**src/rtl/jtgng_dwnld.sv**
```systemverilog
// ROM download router: steers the ioctl byte stream to SDRAM word writes or PROM strobes.
// Define JTGNG_DWNLD_CHECKSUM_EN to add a running 16-bit byte checksum output (chksum).
module jtgng_dwnld #(
    parameter logic [21:0] PROM_START = 22'h1_8000,
    parameter int unsigned PROM_AW    = 10,
    localparam int unsigned AW        = 22,
    localparam int unsigned DW        = 8,
    localparam int unsigned MW        = 2
) (
    input  logic               clk,
    input  logic               rst_n,
    input  logic               downloading,
    input  logic [AW-1:0]      ioctl_addr,
    input  logic [DW-1:0]      ioctl_data,
    input  logic               ioctl_wr,
    output logic [AW-1:0]      prog_addr,
    output logic [DW-1:0]      prog_data,
    output logic [MW-1:0]      prog_mask,
    output logic               prog_we,
    input  logic               prog_ack,
    output logic               prom_we,
    output logic [PROM_AW-1:0] prom_addr,
    output logic [DW-1:0]      prom_data,
    output logic               overrun,
    output logic               dwnld_done
`ifdef JTGNG_DWNLD_CHECKSUM_EN
    ,
    output logic [15:0]        chksum
`endif
);

    typedef enum logic {
        IDLE,
        WAIT_ACK
    } state_e;

    state_e               state_q, state_d;
    logic                 prog_we_q, prog_we_d;
    logic [AW-1:0]        prog_addr_q, prog_addr_d;
    logic [DW-1:0]        prog_data_q, prog_data_d;
    logic [MW-1:0]        prog_mask_q, prog_mask_d;
    logic                 pend_v_q, pend_v_d;
    logic [AW-1:0]        pend_addr_q, pend_addr_d;
    logic [DW-1:0]        pend_data_q, pend_data_d;
    logic [MW-1:0]        pend_mask_q, pend_mask_d;
    logic                 prom_we_q, prom_we_d;
    logic [PROM_AW-1:0]   prom_addr_q, prom_addr_d;
    logic [DW-1:0]        prom_data_q, prom_data_d;
    logic                 overrun_q, overrun_d;
    logic                 done_q, done_d;
    logic                 arm_q, arm_d;
    logic                 dl_q;

    logic                 accept_c, is_prom_c, sdram_c, ack_c, gap_c, drop_c;
    logic                 rise_c, fall_c, fire_c;
    logic [AW-1:0]        word_addr_c;
    logic [MW-1:0]        byte_mask_c;

    assign accept_c    = ioctl_wr & downloading;
    assign is_prom_c   = (ioctl_addr >= PROM_START);
    assign sdram_c     = accept_c & ~is_prom_c;
    // Ack only counts while a request is actually on the bus; the reissue gap ignores it.
    assign ack_c       = (state_q == WAIT_ACK) & prog_we_q & prog_ack;
    assign gap_c       = (state_q == WAIT_ACK) & ~prog_we_q;
    assign drop_c      = sdram_c & (state_q == WAIT_ACK) & ~ack_c & pend_v_q;
    assign word_addr_c = {1'b0, ioctl_addr[AW-1:1]};
    assign byte_mask_c = ioctl_addr[0] ? 2'b01 : 2'b10;
    assign rise_c      = downloading & ~dl_q;
    assign fall_c      = ~downloading & dl_q;
    assign fire_c      = arm_q & (state_q == IDLE) & ~pend_v_q & ~downloading;

    // Next-state and output logic
    always_comb begin
        state_d     = state_q;
        prog_we_d   = prog_we_q;
        prog_addr_d = prog_addr_q;
        prog_data_d = prog_data_q;
        prog_mask_d = prog_mask_q;
        pend_v_d    = pend_v_q;
        pend_addr_d = pend_addr_q;
        pend_data_d = pend_data_q;
        pend_mask_d = pend_mask_q;
        prom_we_d   = 1'b0;
        prom_addr_d = prom_addr_q;
        prom_data_d = prom_data_q;
        overrun_d   = overrun_q | drop_c;
        done_d      = fire_c;
        arm_d       = arm_q;

        if (accept_c && is_prom_c) begin
            prom_we_d   = 1'b1;
            prom_addr_d = PROM_AW'(ioctl_addr - PROM_START);
            prom_data_d = ioctl_data;
        end

        case (state_q)
            IDLE: begin
                if (sdram_c) begin
                    prog_we_d   = 1'b1;
                    prog_addr_d = word_addr_c;
                    prog_data_d = ioctl_data;
                    prog_mask_d = byte_mask_c;
                    state_d     = WAIT_ACK;
                end
            end
            WAIT_ACK: begin
                if (ack_c) begin
                    prog_we_d = 1'b0;
                    // Stage the next write now; the gap cycle that follows reasserts prog_we.
                    if (pend_v_q) begin
                        prog_addr_d = pend_addr_q;
                        prog_data_d = pend_data_q;
                        prog_mask_d = pend_mask_q;
                        pend_v_d    = sdram_c;
                        if (sdram_c) begin
                            pend_addr_d = word_addr_c;
                            pend_data_d = ioctl_data;
                            pend_mask_d = byte_mask_c;
                        end
                    end else if (sdram_c) begin
                        prog_addr_d = word_addr_c;
                        prog_data_d = ioctl_data;
                        prog_mask_d = byte_mask_c;
                    end else begin
                        state_d = IDLE;
                    end
                end else begin
                    if (gap_c) begin
                        prog_we_d = 1'b1;
                    end
                    if (sdram_c && !pend_v_q) begin
                        pend_v_d    = 1'b1;
                        pend_addr_d = word_addr_c;
                        pend_data_d = ioctl_data;
                        pend_mask_d = byte_mask_c;
                    end
                end
            end
            default: state_d = IDLE;
        endcase

        if (fire_c) begin
            arm_d = 1'b0;
        end
        if (fall_c) begin
            arm_d = 1'b1;
        end
        if (rise_c) begin
            arm_d = 1'b0;
        end
    end

    // State and output registers
    always_ff @(posedge clk or negedge rst_n) begin
        if (!rst_n) begin
            state_q     <= IDLE;
            prog_we_q   <= 1'b0;
            prog_addr_q <= '0;
            prog_data_q <= '0;
            prog_mask_q <= 2'b11;
            pend_v_q    <= 1'b0;
            pend_addr_q <= '0;
            pend_data_q <= '0;
            pend_mask_q <= 2'b11;
            prom_we_q   <= 1'b0;
            prom_addr_q <= '0;
            prom_data_q <= '0;
            overrun_q   <= 1'b0;
            done_q      <= 1'b0;
            arm_q       <= 1'b0;
            dl_q        <= 1'b0;
        end else begin
            state_q     <= state_d;
            prog_we_q   <= prog_we_d;
            prog_addr_q <= prog_addr_d;
            prog_data_q <= prog_data_d;
            prog_mask_q <= prog_mask_d;
            pend_v_q    <= pend_v_d;
            pend_addr_q <= pend_addr_d;
            pend_data_q <= pend_data_d;
            pend_mask_q <= pend_mask_d;
            prom_we_q   <= prom_we_d;
            prom_addr_q <= prom_addr_d;
            prom_data_q <= prom_data_d;
            overrun_q   <= overrun_d;
            done_q      <= done_d;
            arm_q       <= arm_d;
            dl_q        <= downloading;
        end
    end

    assign prog_we    = prog_we_q;
    assign prog_addr  = prog_addr_q;
    assign prog_data  = prog_data_q;
    assign prog_mask  = prog_mask_q;
    assign prom_we    = prom_we_q;
    assign prom_addr  = prom_addr_q;
    assign prom_data  = prom_data_q;
    assign overrun    = overrun_q;
    assign dwnld_done = done_q;

`ifdef JTGNG_DWNLD_CHECKSUM_EN
    logic [15:0] sum_q, sum_d;

    // Sum of every byte that was actually delivered, restarted per download
    always_comb begin
        sum_d = sum_q;
        if (rise_c) begin
            sum_d = '0;
        end
        if (accept_c && !drop_c) begin
            sum_d = sum_d + 16'(ioctl_data);
        end
    end

    always_ff @(posedge clk or negedge rst_n) begin
        if (!rst_n) begin
            sum_q <= '0;
        end else begin
            sum_q <= sum_d;
        end
    end

    assign chksum = sum_q;
`endif

endmodule

```
**config.mk**
```make
export PLATFORM = sky130hd
export DESIGN_NAME = jtgng_dwnld
export DESIGN_NICKNAME = d
export VERILOG_FILES = /design/src/rtl/jtgng_dwnld.sv
export SDC_FILE = /design/constraint.sdc
export NUM_CORES = 1
export LEC_CHECK = 0
export CORE_MARGIN = 2
export CORE_UTILIZATION = 56
export CTS_BUF_LIST = sky130_fd_sc_hd__clkbuf_4
export DETAILED_ROUTE_END_ITERATION = 10
export GPL_ROUTABILITY_DRIVEN = 0
export HOLD_SLACK_MARGIN = 0.08
export MAX_ROUTING_LAYER = met4
export PLACE_DENSITY_LB_ADDON = 0.3
export SYNTH_ARGS = -nofsm -noshare
export SYNTH_HDL_FRONTEND = slang
export SYNTH_SLANG_ARGS = --single-unit
```
**constraint.sdc**
```tcl
create_clock -name clk -period 4.7 [get_ports clk]
set_input_delay 0.94 -clock clk [delete_from_list [all_inputs] [get_ports clk]]
set_output_delay 0.94 -clock clk [all_outputs]
set_load 0.02 [all_outputs]
```
==> results_tabular.tex <==
\begin{tabular}{lr}
\hline
Metric & Value \\
\hline
\multicolumn{2}{l}{\textbf{CTS}} \\
Clk slew on worst S/H paths & 0.13 ns \\
\# Post-CTS Setup Buffers & 0 \\
CTS H-tree lvls & 3 \\
Root Driver & clkbuf\_4 \\
Post-CTS sizing & 0 \\
Number of clock buffers inserted by TritonCTS & 9 \\
CTS tree & done \\
Worst skew pair latency & 0.43 ns \\
Hold-fix buffers, CTS & 0 \\
Number of sinks handled by clock tree synthesis & 89 \\
Maximum number of buffers from clock root to sink & 2 \\
\multicolumn{2}{l}{\textbf{Detailed routing}} \\
DRC violation count after routing & 0 \\
Via count of the routed design & 2,461 \\
Count of nets left with antenna violations after detail routing & 0 \\
Wire length reported by the detailed router & 7390 microns \\
Final routed wire length divided by cell count & 15.6 microns \\
Initial drt markers & 108 \\
Per-cell via count in the routed design & 5.19 \\
First drt pass iteration count & 4 \\
\multicolumn{2}{l}{\textbf{Synthesis}} \\
Share of synthesized area occupied by flip-flops and latches & 58.4\% \\
Proportion of netlist area held by the largest area contributor & 55.7\% \\
Avg Cell Area, Syn & 12.5 sq um \\
Cell types with the largest area share after synthesis & dfrtp\_1 (56\%), mux2\_2 (14\%), nand2\_1 (8.8\%) \\
Biggest area consumer among synthesized cells & dfrtp\_1 \\
Cells after synthesis & 306 \\
Count of unique library cells instantiated by Yosys & 31 \\
Cell Area, Synth & 3820 sq um \\
Cell with the most instances after synthesis & nand2\_1 \\
Synthesized netlist net count & 341 \\
Number of warnings issued by yosys & 0 \\
EDFF count, synth & 0 \\
Synthesized flop and latch total & 89 \\
Most frequent cells after synthesis & nand2\_1 (90), dfrtp\_1 (85), mux2\_2 (47), mux2\_4 (20), clkbuf\_1 (8) \\
Most used DFF post-synth & dfrtp\_1 \\
Synth async-reset ratio & 100\% \\
\multicolumn{2}{l}{\textbf{GRT}} \\
Grt peak-use layer & met2 \\
Overall global routing resource usage & 22.0\% \\
Global-route wire length before repair & 12,300 microns \\
Initial antenna violation count & 0 \\
Met3 track demand over resource & 4.67\% \\
Number of global-route vias before repair & 2,534 \\
GR Util met1 & 28.9\% \\
Met2 demand-to-capacity share in global routing & 33.4\% \\
Remaining global-route overflow & 0 \\
Pin count of the biggest net entering global routing & 90 \\
\multicolumn{2}{l}{\textbf{Job}} \\
MaxCap Viol Count & 0 \\
\multicolumn{2}{l}{\textbf{Setup path}} \\
Setup slack of the worst register-to-register path & 2.63 ns \\
Source of the critical timing path & ioctl\_addr[20] \\
Required time at the worst-slack endpoint & 5.02 ns \\
Worst EP arrival & 3.37 ns \\
Source of the worst register-to-register timing path & prog\_we\$\_DFFE\_PN0P\_ \\
CP Launch Type & input port \\
Setup crit end kind & register \\
Type of the setup path with the least slack & in -> reg \\
Crit-path max FO & 31 \\
\multicolumn{2}{l}{\textbf{Power}} \\
PnR Total Power & 1830 uW \\
Power Dens Cells & 377 nW/um\^{}2 \\
Pleak & 0.00232 uW \\
Largest voltage drop on the vdd net & 0.245 mV \\
\multicolumn{2}{l}{\textbf{Timing}} \\
Setup TNS & 0 ns \\
Maximum frequency from static timing analysis & 0.328 GHz \\
Total setup violations reported at the end of the flow & 0 \\
Worst hold-check slack & 0.478 ns \\
Clock Skews & 0.0157 ns \\
Final hold vios & 0 \\
RSZ-0062 raised after global routing & no \\
Tcrit/Tclk final & 64.9\% \\
Worst-Margin Slew & 1.19 ns \\
Tightest slew margin relative to the limit & 20.9\% \\
Post-layout minimum cycle time & 3.05 ns \\
Final max-slew violation count & 0 \\
\multicolumn{2}{l}{\textbf{Cells and area}} \\
Layout cells sized above 1 & 23.9\% \\
Count of non-filler cells in the finished layout & 474 \\
Number of fill cells & 472 \\
Syn-to-layout area delta & 27.3\% \\
Post-layout utilization of the core & 72.8\% \\
Antenna diode instance count & 0 \\
Net total in the final layout & 424 \\
\multicolumn{2}{l}{\textbf{Die}} \\
Top-Level Pins & 89 \\
Width of the chip & 86.6 microns \\
Floorplan die area & 7500 sq um \\
Core region area & 6680 sq um \\
Effective utilization at floorplan & 57.2\% \\
Number of rows created at floorplan & 30 \\
Y dimension of the die & 86.6 microns \\
\multicolumn{2}{l}{\textbf{Hold path}} \\
Hold crit path type & reg -> reg \\
Hold Path Origin & pend\_mask\_q[1]\$\_DFFE\_PN1P\_ \\
\multicolumn{2}{l}{\textbf{Placement}} \\
Number of cells in the design after placement & 458 \\
Port Buf Inserts & 88 \\
Dpl hpwl & 4700 microns \\
\multicolumn{2}{l}{\textbf{Status}} \\
Outcome & completed \\
\hline
\end{tabular}
## per-layer routing
metal	vias up	share of wire [%]
met5	-	0
met4	0	1.9
met3	12	4.6
met2	61	47
met1	1210	46
li1	1178	-
## power by group
part | switching, uW | total, uW | internal (uW)
sequential | 45.2 | 895 | 849
combinational | 191 | 407 | 216
clock | 250 | 531 | 282
total | 485 | 1830 | 1350
## cell type report
class	count	area [sq um]	area share (%)
sequential	89	2230	45.9
multi-input combinational	196	1440	29.7
timing repair buffer	89	886	18.2
clock inverter	5	104	2.14
tap	80	100	2.06
clock buffer	11	82.6	1.70
inverter	4	15.0	0.309
## worst paths after layout
path                                         endpoint  cells after the start
max in group asynchronous  pend_addr_q[1]$_DFFE_PN0P_                      1
min reg2reg                pend_mask_q[1]$_DFFE_PN1P_                      2
min                        pend_mask_q[1]$_DFFE_PN1P_                      2
max reg2reg                pend_addr_q[1]$_DFFE_PN0P_                      4
max                        pend_addr_q[1]$_DFFE_PN0P_                      5
min in group asynchronous    prom_data[5]$_DFFE_PN0P_                      1
## registers in the layout, indices dropped and copies added (netlist names)
| signal | count |
|---|---|
| dwnld_done | 1 |
| dl_q | 1 |
| arm_q | 1 |
| prog_data | 8 |
| prom_we | 1 |
| overrun | 1 |
| prog_mask | 2 |
| pend_v_q | 1 |
| pend_data_q | 8 |
| pend_mask_q | 2 |
| prom_data | 8 |
| state_q | 1 |
| prog_addr | 22 |
| pend_addr_q | 21 |
| prog_we | 1 |
| prom_addr | 10 |
## critical path, cell delays in order
cell and delay (ns):
clkdlybuf4s50_1 0.46, nor4_4 0.33, and3b_1 0.35, and3_2 0.86
mux2_2 0.41
## cells in the final DEF, fill, tap and decap left out, types with 3 or more instances in the layout
cell type | synthesis | final
mux2_2 | 47 | 47
clkbuf_4 | 0 | 11
dfrtp_1 | 85 | 85
nor2b_1 | 6 | 6
nand2_1 | 90 | 90
o21ai_0 | 6 | 6
clkdlybuf4s50_1 | 0 | 87
dfstp_2 | 4 | 4
bufinv_16 | 0 | 3
mux2_4 | 20 | 20
mux2_1 | 4 | 4
a21oi_1 | 3 | 3
nor2_1 | 5 | 5
inv_1 | 4 | 4
## logic make-up after synthesis
| logic type | count (synthesis) | share of synthesized area, % |
|---|---|---|
| simple gates | 108 | 11.9 |
| xor+xnor | 1 | 0.229 |
| buf+inv | 21 | 3.83 |
| compound gates | 15 | 2.49 |
| flops | 89 | 58.4 |
| mux | 72 | 23.2 |
## through the flow
stage / setup slack, ns / cell area (sq um)
3_5_place_dp: 1.21 / 4680
5_1_grt: 1.55 / 4860
6_report: 1.65 / 4860
4_1_cts: 1.67 / 4860
3_3_place_gp: 1.26 / 4680
2_1_floorplan: 2.34 / 3820
Note: power is estimated with default switching activity, not from simulation.
